`src/rtl/regfile_writeback_arbiter.sv`:
```
// Write-port arbiter for the register bank: merges ALU and MCycle results into one
// registered WE3/A3/WD3 stream, buffers colliding MCycle results, tracks pending MCycle writes.
module regfile_writeback_arbiter #(
   parameter int DEPTH = 2,
   parameter int CNT_W = 2
) (
   input  logic             CLK,
   input  logic             RESET,
   input  logic             ALU_WE,
   input  logic [3:0]       ALU_A3,
   input  logic [31:0]      ALU_WD,
   input  logic             MC_VALID,
   input  logic [3:0]       MC_A3,
   input  logic [31:0]      MC_WD,
   output logic             MC_READY,
   input  logic             ISSUE_VALID,
   input  logic [3:0]       ISSUE_REG,
   input  logic [3:0]       Q_A1,
   input  logic [3:0]       Q_A2,
   output logic             PEND1,
   output logic             PEND2,
   output logic             WE3,
   output logic [3:0]       A3,
   output logic [31:0]      WD3,
   output logic [CNT_W-1:0] FIFO_COUNT,
   output logic             ERR_R15
);

   localparam int PTR_W = (DEPTH > 1) ? $clog2(DEPTH) : 1;

   logic [3:0]       mem_a3_q [DEPTH];
   logic [31:0]      mem_wd_q [DEPTH];
   logic [PTR_W-1:0] rd_ptr_q, rd_ptr_d;
   logic [PTR_W-1:0] wr_ptr_q, wr_ptr_d;
   logic [CNT_W-1:0] count_q, count_d;
   logic [14:0]      pending_q, pending_d;
   logic             we3_q, we3_d;
   logic [3:0]       a3_q, a3_d;
   logic [31:0]      wd3_q, wd3_d;
   logic             err_q, err_d;

   logic        mc_acc, mc_ok, alu_ok, fifo_ne, push, pop;
   logic [15:0] pend_ext;

   assign MC_READY = !RESET && (count_q < CNT_W'(DEPTH));
   assign mc_acc   = MC_VALID && MC_READY;
   assign mc_ok    = mc_acc && (MC_A3 != 4'd15);
   assign alu_ok   = ALU_WE && (ALU_A3 != 4'd15);
   assign fifo_ne  = (count_q != '0);

   // The FIFO head has priority over a fresh result; bypass only when nothing is buffered.
   assign pop  = !alu_ok && fifo_ne;
   assign push = mc_ok && (alu_ok || fifo_ne);

   always_comb begin
      we3_d     = 1'b0;
      a3_d      = a3_q;
      wd3_d     = wd3_q;
      pending_d = pending_q;
      rd_ptr_d  = rd_ptr_q;
      wr_ptr_d  = wr_ptr_q;
      count_d   = count_q;
      err_d     = (ALU_WE && (ALU_A3 == 4'd15)) || (mc_acc && (MC_A3 == 4'd15));

      if (alu_ok) begin
         we3_d = 1'b1;
         a3_d  = ALU_A3;
         wd3_d = ALU_WD;
      end else if (fifo_ne) begin
         we3_d = 1'b1;
         a3_d  = mem_a3_q[rd_ptr_q];
         wd3_d = mem_wd_q[rd_ptr_q];
         pending_d[mem_a3_q[rd_ptr_q]] = 1'b0;
      end else if (mc_ok) begin
         we3_d = 1'b1;
         a3_d  = MC_A3;
         wd3_d = MC_WD;
         pending_d[MC_A3] = 1'b0;
      end

      // Applied after the clear so an issue to the same register wins.
      if (ISSUE_VALID && (ISSUE_REG != 4'd15))
         pending_d[ISSUE_REG] = 1'b1;

      if (pop)
         rd_ptr_d = rd_ptr_q + PTR_W'(1);
      if (push)
         wr_ptr_d = wr_ptr_q + PTR_W'(1);
      count_d = count_q + CNT_W'(push) - CNT_W'(pop);
   end

   always_ff @(posedge CLK) begin
      if (RESET) begin
         we3_q     <= 1'b0;
         a3_q      <= 4'd0;
         wd3_q     <= 32'd0;
         err_q     <= 1'b0;
         pending_q <= '0;
         rd_ptr_q  <= '0;
         wr_ptr_q  <= '0;
         count_q   <= '0;
      end else begin
         we3_q     <= we3_d;
         a3_q      <= a3_d;
         wd3_q     <= wd3_d;
         err_q     <= err_d;
         pending_q <= pending_d;
         rd_ptr_q  <= rd_ptr_d;
         wr_ptr_q  <= wr_ptr_d;
         count_q   <= count_d;
      end
   end

   always_ff @(posedge CLK) begin
      if (push) begin
         mem_a3_q[wr_ptr_q] <= MC_A3;
         mem_wd_q[wr_ptr_q] <= MC_WD;
      end
   end

   assign pend_ext   = {1'b0, pending_q};
   assign PEND1      = (Q_A1 != 4'd15) && pend_ext[Q_A1];
   assign PEND2      = (Q_A2 != 4'd15) && pend_ext[Q_A2];
   assign WE3        = we3_q;
   assign A3         = a3_q;
   assign WD3        = wd3_q;
   assign FIFO_COUNT = count_q;
   assign ERR_R15    = err_q;

endmodule
```
`config.mk`:
```
export PLATFORM = sky130hd
export DESIGN_NAME = regfile_writeback_arbiter
export DESIGN_NICKNAME = d
export VERILOG_FILES = /design/src/rtl/regfile_writeback_arbiter.sv
export SDC_FILE = /design/constraint.sdc
export NUM_CORES = 1
export LEC_CHECK = 0
export ABC_AREA = 1
export ABC_CLOCK_PERIOD_IN_PS = 9200
export CORE_UTILIZATION = 55
export CTS_BUF_LIST = sky130_fd_sc_hd__clkbuf_8 sky130_fd_sc_hd__clkbuf_16
export CTS_CLUSTER_SIZE = 30
export DETAILED_ROUTE_END_ITERATION = 7
export PLACE_DENSITY = 0.86
export SLEW_MARGIN = 20
export SYNTH_ARGS = -nofsm -noshare
export SYNTH_HDL_FRONTEND = slang
export SYNTH_SLANG_ARGS = --single-unit
```
`constraint.sdc`:
```
create_clock -name CLK -period 9.2 [get_ports CLK]
set_input_delay 1.84 -clock CLK [delete_from_list [all_inputs] [get_ports CLK]]
set_output_delay 1.84 -clock CLK [all_outputs]
set_load 0.02 [all_outputs]
```
Word level (Yosys, flattened, before mapping)
Memories as Yosys holds them, arrays and structs flattened. A register that Yosys moved wholly into a read port is not among the register bits.
Index checks and enable logic that the tools add are counted.
- flip-flop bits (word level): 57
- bits in latches: 0
- bits in writable memories: 72
- ROM bits: 0
- bits of input ports: 89
- output and inout bits: 43
- word-level logic and storage cells: 84
- memories kept: 2
- memory list (name ; words ; bits a word ; read ports ; clocked after memory_dff ; write ports ; line ; RTL):
    mem_wd_q ; 2 ; 32 ; 1 ; 1 ; 1 ; 32 ; logic [31:0] mem_wd_q [DEPTH];
    mem_a3_q ; 2 ; 4 ; 1 ; 1 ; 1 ; 31 ; logic [3:0] mem_a3_q [DEPTH];
- add/sub/neg operators: 4
- multipliers: 0
- divide/modulo/power cells: 0
- $lt $le $gt $ge: 9
- equal/unequal tests: 7
- shift operators: 0
- multiplexer cells: 29
- bitwise operators: 5
- reduce and logical (&&, ||, !) cells: 20
- operators with widths (kind ; number):
    $mux W32 ; 3
    $mux W15 ; 4
    $and A15 B15 Y15 ; 2
    $not A15 Y15 ; 2
    $lt A4 B5 Y1 const B ; 5
    $ne A4 B4 Y1 const B ; 5
    $or A15 B15 Y15 ; 1
    $logic_and A1 B1 Y1 ; 14
    $mux W1 ; 14
    $demux W1 S4 ; 3
    $ge A4 B1 Y1 const B ; 3
    $mux W4 ; 3
    $bmux W1 S4 ; 2
    $eq A4 B4 Y1 const B ; 2
    $reduce_bool A3 Y1 ; 1
    $add A1 B1 Y1 const B ; 2
    $add A2 B1 Y2 ; 1
    $logic_not A1 Y1 ; 2
    $logic_or A1 B1 Y1 ; 2
    $lt A2 B2 Y1 const B ; 1
    $reduce_bool A2 Y1 ; 1
    $sub A2 B1 Y2 ; 1

Depth between registers and ports, before layout
Gate-level depths: netlist (run 1).
- depth in word-level cells: 11
- gate-level depth with buffers: 11
- mapped depth without buffers: 10

Worst setup path before layout (run 1)
Ideal clock, no wire load.
- path type: input port to flip-flop
- from: input RESET
- to: memory mem_a3_q[1][0] (enable)
- library setup time: 0.431 ns
- arrival time: 4.190 ns
- required time: 8.769 ns
- setup slack: 4.579 ns
- stages on the path: 7
- path through: nor2_2 nand2_2 inv_2 nand2_4 inv_1 nand2_1 nor2_1
- cells in the longest elaborated chain, start to end: 7
- ends and longest elaborated chain (what ; line ; RTL):
    from (decl) ; 8 ; input logic RESET,
    $logic_not A1 Y1 ; 45 ; assign MC_READY = !RESET && (count_q < CNT_W'(DEPTH));
    $logic_and A1 B1 Y1 ; 45 ;
    $logic_and A1 B1 Y1 ; 46 ; assign mc_acc = MC_VALID && MC_READY;
    $logic_and A1 B1 Y1 ; 47 ; assign mc_ok = mc_acc && (MC_A3 != 4'd15);
    $logic_and A1 B1 Y1 ; 53 ; assign push = mc_ok && (alu_ok || fifo_ne);
    $mux W1 ; 115 ; if (push) begin
    $mux W1 (implied by the code) ; 116 ; mem_a3_q[wr_ptr_q] <= MC_A3;
    to (decl) ; 31 ;
Every way passes these cells.

Worst setup path in the final report (run 1)
- from: input Q_A1[0]
- to: output PEND1
- cells in the longest elaborated chain, start to end: 3
- ends and longest elaborated chain (what ; line ; RTL):
    from (decl) ; 18 ; input logic [3:0] Q_A1,
    $bmux W1 S4 ; 122 ; assign PEND1 = (Q_A1 != 4'd15) && pend_ext[Q_A1];
    $mux W1 (implied by the code) ; 122 ;
    $logic_and A1 B1 Y1 * ; 122 ;
    to (decl) ; 20 ; output logic PEND1,
Every way passes the cells marked *; elsewhere a longest branch is shown, timed or not. The select of a mux whose other input is x is not followed.

==> results of run 1 <==
-- placed cells by master, fill, tap and decap left out, types with 3 or more instances in the layout --
cell,count
clkinv_4,4
o21ai_1,20
a21oi_1,57
inv_1,68
nand3_1,39
nand4_1,4
edfxtp_1,72
nand2_1,121
nor2_4,4
clkdlybuf4s50_1,131
bufinv_16,3
nor3_1,9
o21ai_0,94
o211ai_1,6
nor2_1,39
clkbuf_16,16
mux2i_1,33
dfxtp_1,57
-- layout make-up --
type	instances	area (um2)	area share (%)
Multi-Input combinational cell	442	2300	28.6
Inverter	71	269	3.35
Clock inverter	13	163	2.03
Tap cell	140	175	2.18
Timing Repair Buffer	134	1370	17.0
Clock buffer	18	428	5.33
Sequential cell	130	3320	41.4
-- flip-flops by register name, indices dropped and copies added (netlist names), named ones only --
signal	cells
FIFO_COUNT	2
A3	4
mem_wd_q	64
pending_q	15
mem_a3_q	8
WD3	32
ERR_R15	1
wr_ptr_q	1
rd_ptr_q	1
WE3	1
-- synthesized netlist by cell type (5+ instances only) --
cell type / instances
a21oi_1: 57
buf_2: 6
buf_4: 8
buf_6: 7
clkbuf_1: 5
dfxtp_1: 58
edfxtp_1: 72
inv_1: 68
mux2i_1: 33
nand2_1: 121
nand3_1: 39
nor2_1: 41
nor3_1: 9
o211ai_1: 6
o21ai_0: 94
o21ai_1: 20
-- power groups by stage --
stage               registers, uW  logic [uW]  clock network [uW]
floorplan                     769         268                   0
global placement              720         477                   0
detailed placement            724         493                   0
CTS                           713         501                 676
global route                  719         551                 705
finish                        713         511                 671
-- through the flow --
stage	cell area (um2)	setup WS, ns	instances	power [uW]	hold slack (ns)
floorplan	6100	4.58	676	1040	0.447
global placement	7390	3.79	915	1200	0.458
detailed placement	7390	3.68	915	1220	0.484
CTS	7980	3.67	946	1890	0.494
global route	8020	3.54	948	1970	0.509
finish	8020	3.64	948	1890	0.493
-- logic make-up after synthesis --
logic type | synth area share [%]
buffers and inverters | 8.06
flip-flops | 54.5
multiplexers | 5.42
adder cells (fa/ha/maj) | 0.205
AND/OR/NAND/NOR | 16.2
XOR/XNOR | 0.144
AO/OA/AOI/OAI | 15.4
-- worst register-to-register path: stages, from the launching register on --
cell and delay, ns:
dfxtp_1 0.38, nor2_2 0.15, nand2_2 0.16, inv_2 0.10
nand2_4 0.27, inv_1 0.33, nand2_1 0.20, nor2_4 0.52
buf_16 0.25
-- path summary, 6_finish.rpt --
check,from,end,cells after the start
setup / recovery,Q_A1[0],PEND1,8
hold / removal,rd_ptr_q,flop,1
setup reg to reg,FIFO_COUNT[1],mem_wd_q[0][12],8
hold reg to reg,rd_ptr_q,flop,1
-- routing by layer --
metal / wire, um / up-vias
met3: 1490 / 42
met1: 6540 / 2558
met5: 0 / -
li1: - / 2548
met4: 352 / 0
met2: 8410 / 329
==> run_results.csv, run 1 <==
group,metric,value,unit
sta,final.setup_skew,0.00772,ns
die,ios,132,
layout,drive_above_1_share,6.31,%
clock_tree,cts_tree,"done",
setup_path,cp-end-kind,"output port",
logic_synthesis,seq_area_frac_synth,54.5,%
logic_synthesis,synth_edf_count,72,
global_route,grt_start_max_net_pins,51,
sta,timing.fmax,180,MHz
detailed_routing,firstDrtPassIters,6,
layout,post-route-util,74.0,%
layout,final.fill_count,756,
setup_path,worstSetupStartpointType,"primary input",
global_route,globalRoute.totalOverflow,0,
logic_synthesis,synth_fp_nets,766,
run,cap_violations,0,
die,rows,38,
detailed_routing,drt_wl_total,16800,um
detailed_routing,post-route-drc-count,0,
pwr,switching_share,31.5,%
global_route,grt_usage,30.1,%
sta,period_minus_slack,5.56,ns
pwr,p_leak,0.00293,uW
sta,relSlewSlack,26.2,%
sta,worst_pin_slew,1.10,ns
sta,finalSetupViolCount,0,
setup_path,crit_fanout,9,
layout,nNetsFinal,886,
die,start_util,56.3,%
placement,dp_hpwl,10800,um
sta,slew_viol_final,0,
logic_synthesis,ys_ff_latch,130,
setup_path,crit_chain,"clkdlybuf4s50_1 -> inv_1 -> nand2_1 -> o211ai_1 -> nand3_1 -> nand3_1 -> nand2_1 -> clkdlybuf4s50_1",
logic_synthesis,yosys.area.top_type,"edfxtp_1",
pwr,p_int,1300,uW
setup_path,r2r_slack,6.55,ns
clock_tree,clk_latency,0.52,ns
die,die_y,107,um
global_route,grt-busiest-layer,"met2",
detailed_routing,drt_iter0_drc,809,
clock_tree,cts_setup_buffers,0,
setup_path,crit_family,"buffers and inverters",
logic_synthesis,yosys_most_used_dff,"edfxtp_1",
setup_path,critPathKind,"in2out",
pwr,pwr-share-clk,35.4,%
placement,gp_congestion,0.913,
logic_synthesis,ys.warnings.count,0,
pwr,p_sw,597,uW
die,core,10800,um2
detailed_routing,routed_via_density,5.78,
logic_synthesis,synth_top_area_share,35.5,%
clock_tree,clk_pin_slew_worst_paths,0.06,ns
min_path,hp-class,"reg2reg",
global_route,grtUsageMet3,6.48,%
clock_tree,ctsHoldBuffers,0,
sta,setup_tns,0,ns
setup_path,critical_path.slowest_cell,"clkdlybuf4s50_1",
layout,syn_to_final_growth,31.6,%
pwr,peakVddDrop,0.155,mV
status,status,"finished, final reports clean",
global_route,antenna_found_initial,0,
clock_tree,cts_sinks,130,
layout,diodes,0,
placement,port_buffers,131,
global_route,first_global_vias,5380,
detailed_routing,vias,5477,
logic_synthesis,syn-cell-area,6100,um2
sta,final.period_utilization,60.4,%
pwr,seqPwrFrac,37.6,%
pwr,power.density,236,nW/um2
detailed_routing,antenna_violating_nets_post_route,0,
logic_synthesis,syn_area_per_cell,9.02,um2
clock_tree,htree_levels,4,
die,dieArea,11500,um2
setup_path,slowest_delay,0.63,ns
global_route,use_met2,52.1,%
global_route,grt_pass1_wl,26200,um
logic_synthesis,async_flop_share,0,%
clock_tree,cts-root-buf,"clkbuf_8",
sta,finalHoldViolCount,0,
setup_path,critPathArrivalTime,3.72,ns
logic_synthesis,synthTopCellsByArea,"edfxtp_1 35%, dfxtp_1 19%, o21ai_0 7.7%, nand2_1 7.4%, mux2i_1 5.4%",
clock_tree,cts_made_buffers,17,
detailed_routing,drt-wirelength-per-cell,17.7,um
pwr,power_frac_comb,26.9,%
clock_tree,cts.path.max_buffers,2,
setup_path,required,7.36,ns
logic_synthesis,synth.distinct_cells,34,
sta,rsz0062_at_grt,"false",
global_route,use_met1,36.6,%
setup_path,critPathBufInv,3,
die,die-width,107,um
logic_synthesis,syn_inst,676,
clock_tree,ctsResizeCount,0,
No activity file was read; power rests on OpenSTA's default activity.
==> run 2, diff against run 1 <==
ABC_CLOCK_PERIOD_IN_PS = 5620   (was 9200)
CORE_UTILIZATION = 51   (was 55)
PLACE_DENSITY = 0.8   (was 0.86)
clock period = 5.62 ns   (was 9.2 ns; I/O delays follow)
==> run_results.csv, run 2 (synthesized netlist as in run 1, its figures left out) <==
group,metric,value,unit
detailed_routing,vias,5416,
placement,place_ws,1.23,ns
pwr,power_frac_comb,24.8,%
pwr,pwr-share-clk,37.2,%
clock_tree,ctsHoldBuffers,0,
min_path,hold_end,"rd_ptr_q",
global_route,first_global_vias,5413,
setup_path,cp-end-kind,"output port",
sta,final.period_utilization,74.6,%
global_route,antenna_found_initial,0,
die,dieArea,12400,um2
layout,nNetsFinal,884,
setup_path,r2r_end,"mem_wd_q[0][20]",
sta,worst_pin_slew,1.13,ns
sta,timing.hold.ws,0.491,ns
clock_tree,ctsResizeCount,0,
layout,top_register,"mem_wd_q",
clock_tree,cts-root-buf,"clkbuf_16",
clock_tree,cts_made_buffers,17,
clock_tree,cts_setup_buffers,0,
run,cap_violations,0,
detailed_routing,routed_via_density,5.70,
setup_path,critPathKind,"in2out",
die,rows,39,
sta,final.setup_skew,0.00986,ns
setup_path,reg2reg_from,"FIFO_COUNT[1]",
layout,drive_above_1_share,6.32,%
detailed_routing,drt_wl_total,16500,um
min_path,hp-class,"reg2reg",
setup_path,crit_start,"Q_A2[0]",
sta,period_minus_slack,4.19,ns
setup_path,critPathArrivalTime,3.07,ns
clock_tree,cts_sinks,130,
placement,dp_hpwl,10800,um
global_route,globalRoute.totalOverflow,0,
detailed_routing,firstDrtPassIters,8,
pwr,switching_share,31.0,%
min_path,min_from,"rd_ptr_q",
placement,port_buffers,131,
setup_path,reg2reg_depth,7,
sta,finalHoldViolCount,0,
pwr,seqPwrFrac,38.0,%
pwr,p_sw,980,uW
clock_tree,clk_latency,0.42,ns
layout,syn_to_final_growth,31.6,%
die,die_y,111,um
detailed_routing,post-route-drc-count,23,
global_route,grt_start_max_net_pins,51,
layout,final.fill_count,850,
sta,worst_slack,1.43,ns
pwr,power.density,393,nW/um2
layout,diodes,0,
sta,timing.fmax,239,MHz
clock_tree,cts_tree,"done",
pwr,peakVddDrop,0.198,mV
sta,slew_viol_final,0,
clock_tree,cts.path.max_buffers,2,
clock_tree,clk_pin_slew_worst_paths,0.06,ns
die,die-width,111,um
sta,setup_tns,0,ns
min_path,hold_path_depth,1,
sta,finalSetupViolCount,0,
layout,final_common_cell,"clkdlybuf4s50_1",
layout,final_cell_mix,"131 x clkdlybuf4s50_1, 121 x nand2_1, 94 x o21ai_0",
status,status,"complete, but fails checks",
sta,relSlewSlack,24.7,%
detailed_routing,antenna_violating_nets_post_route,0,
sta,rsz0062_at_grt,"false",
setup_path,r2r_slack,2.81,ns
clock_tree,htree_levels,4,
detailed_routing,drt_iter0_drc,732,
global_route,grt_usage,27.2,%
die,core,11500,um2
layout,largest_reg_flops,64,
die,start_util,53.0,%
global_route,grt_pass1_wl,26400,um
pwr,p_int,2180,uW
status,violations,"design-rule violations",
placement,gp_congestion,0.950,
die,ios,132,
detailed_routing,drt-wirelength-per-cell,17.4,um
setup_path,crit_fanout,11,
setup_path,worstSetupStartpointType,"primary input",
setup_path,required,4.50,ns
pwr,p_leak,0.00294,uW
run 2: changes by cell type in the layout (fill, tap and decap cells not counted), sizes merged:
cell and change:
clkinv -4, inv +4, buf -2, clkbuf +1
run 2: worst max-delay path by stage:
stage	endpoint	slack, ns	cells after the start
2_1_floorplan	mem_a3_q[1][0]	1.72	7
3_3_place_gp	mem_wd_q[0][26]	1.37	8
5_1_grt	PEND2	1.36	7
3_5_place_dp	mem_wd_q[0][26]	1.23	8
6_report	PEND2	1.43	7
4_1_cts	PEND2	1.46	7
run 2: worst max-delay path, stage by stage:
cell and delay (ns):
clkdlybuf4s50_1 0.67, inv_1 0.15, o21ai_0 0.23, nand2_1 0.10, o211ai_1 0.18, nand2_1 0.08
clkdlybuf4s50_1 0.53
run 2: final cells by class:
type                    instances  area, um2  share of cell area (%)
clock buffers                  19        464                    5.78
well taps                     143        179                    2.23
multi-input cells             442       2300                    28.6
flip-flops and latches        130       3320                    41.4
clock inverters                13        173                    2.15
inverters                      71        269                    3.35
repair buffers                132       1320                    16.4
run 2: layer usage:
layer	share of wire, %	vias up	routed length (um)	global-route usage, %
li1	-	2538	-	-
met1	40	2519	6580	33.4
met2	49	306	8040	46.4
met3	8.9	53	1470	6.26
met4	2.6	0	424	11.4
met5	0	-	0	0
run 2: power groups by stage:
stage	Clock, uW	Combinational, uW	Sequential, uW
5_1_grt	1220	851	1210
4_1_cts	1180	778	1200
6_report	1180	782	1200
3_5_place_dp	0	770	1220
3_3_place_gp	0	750	1210
2_1_floorplan	0	438	1260
run 2: through the flow:
stage / power (uW) / cells / area (um2) / util, %
2_1_floorplan: 1700 / 676 / 6100 / -
3_3_place_gp: 1960 / 918 / 7390 / 64.2
3_5_place_dp: 1990 / 918 / 7390 / 64.2
4_1_cts: 3150 / 950 / 8030 / 69.7
5_1_grt: 3280 / 950 / 8030 / 69.7
6_report: 3160 / 950 / 8030 / 69.7
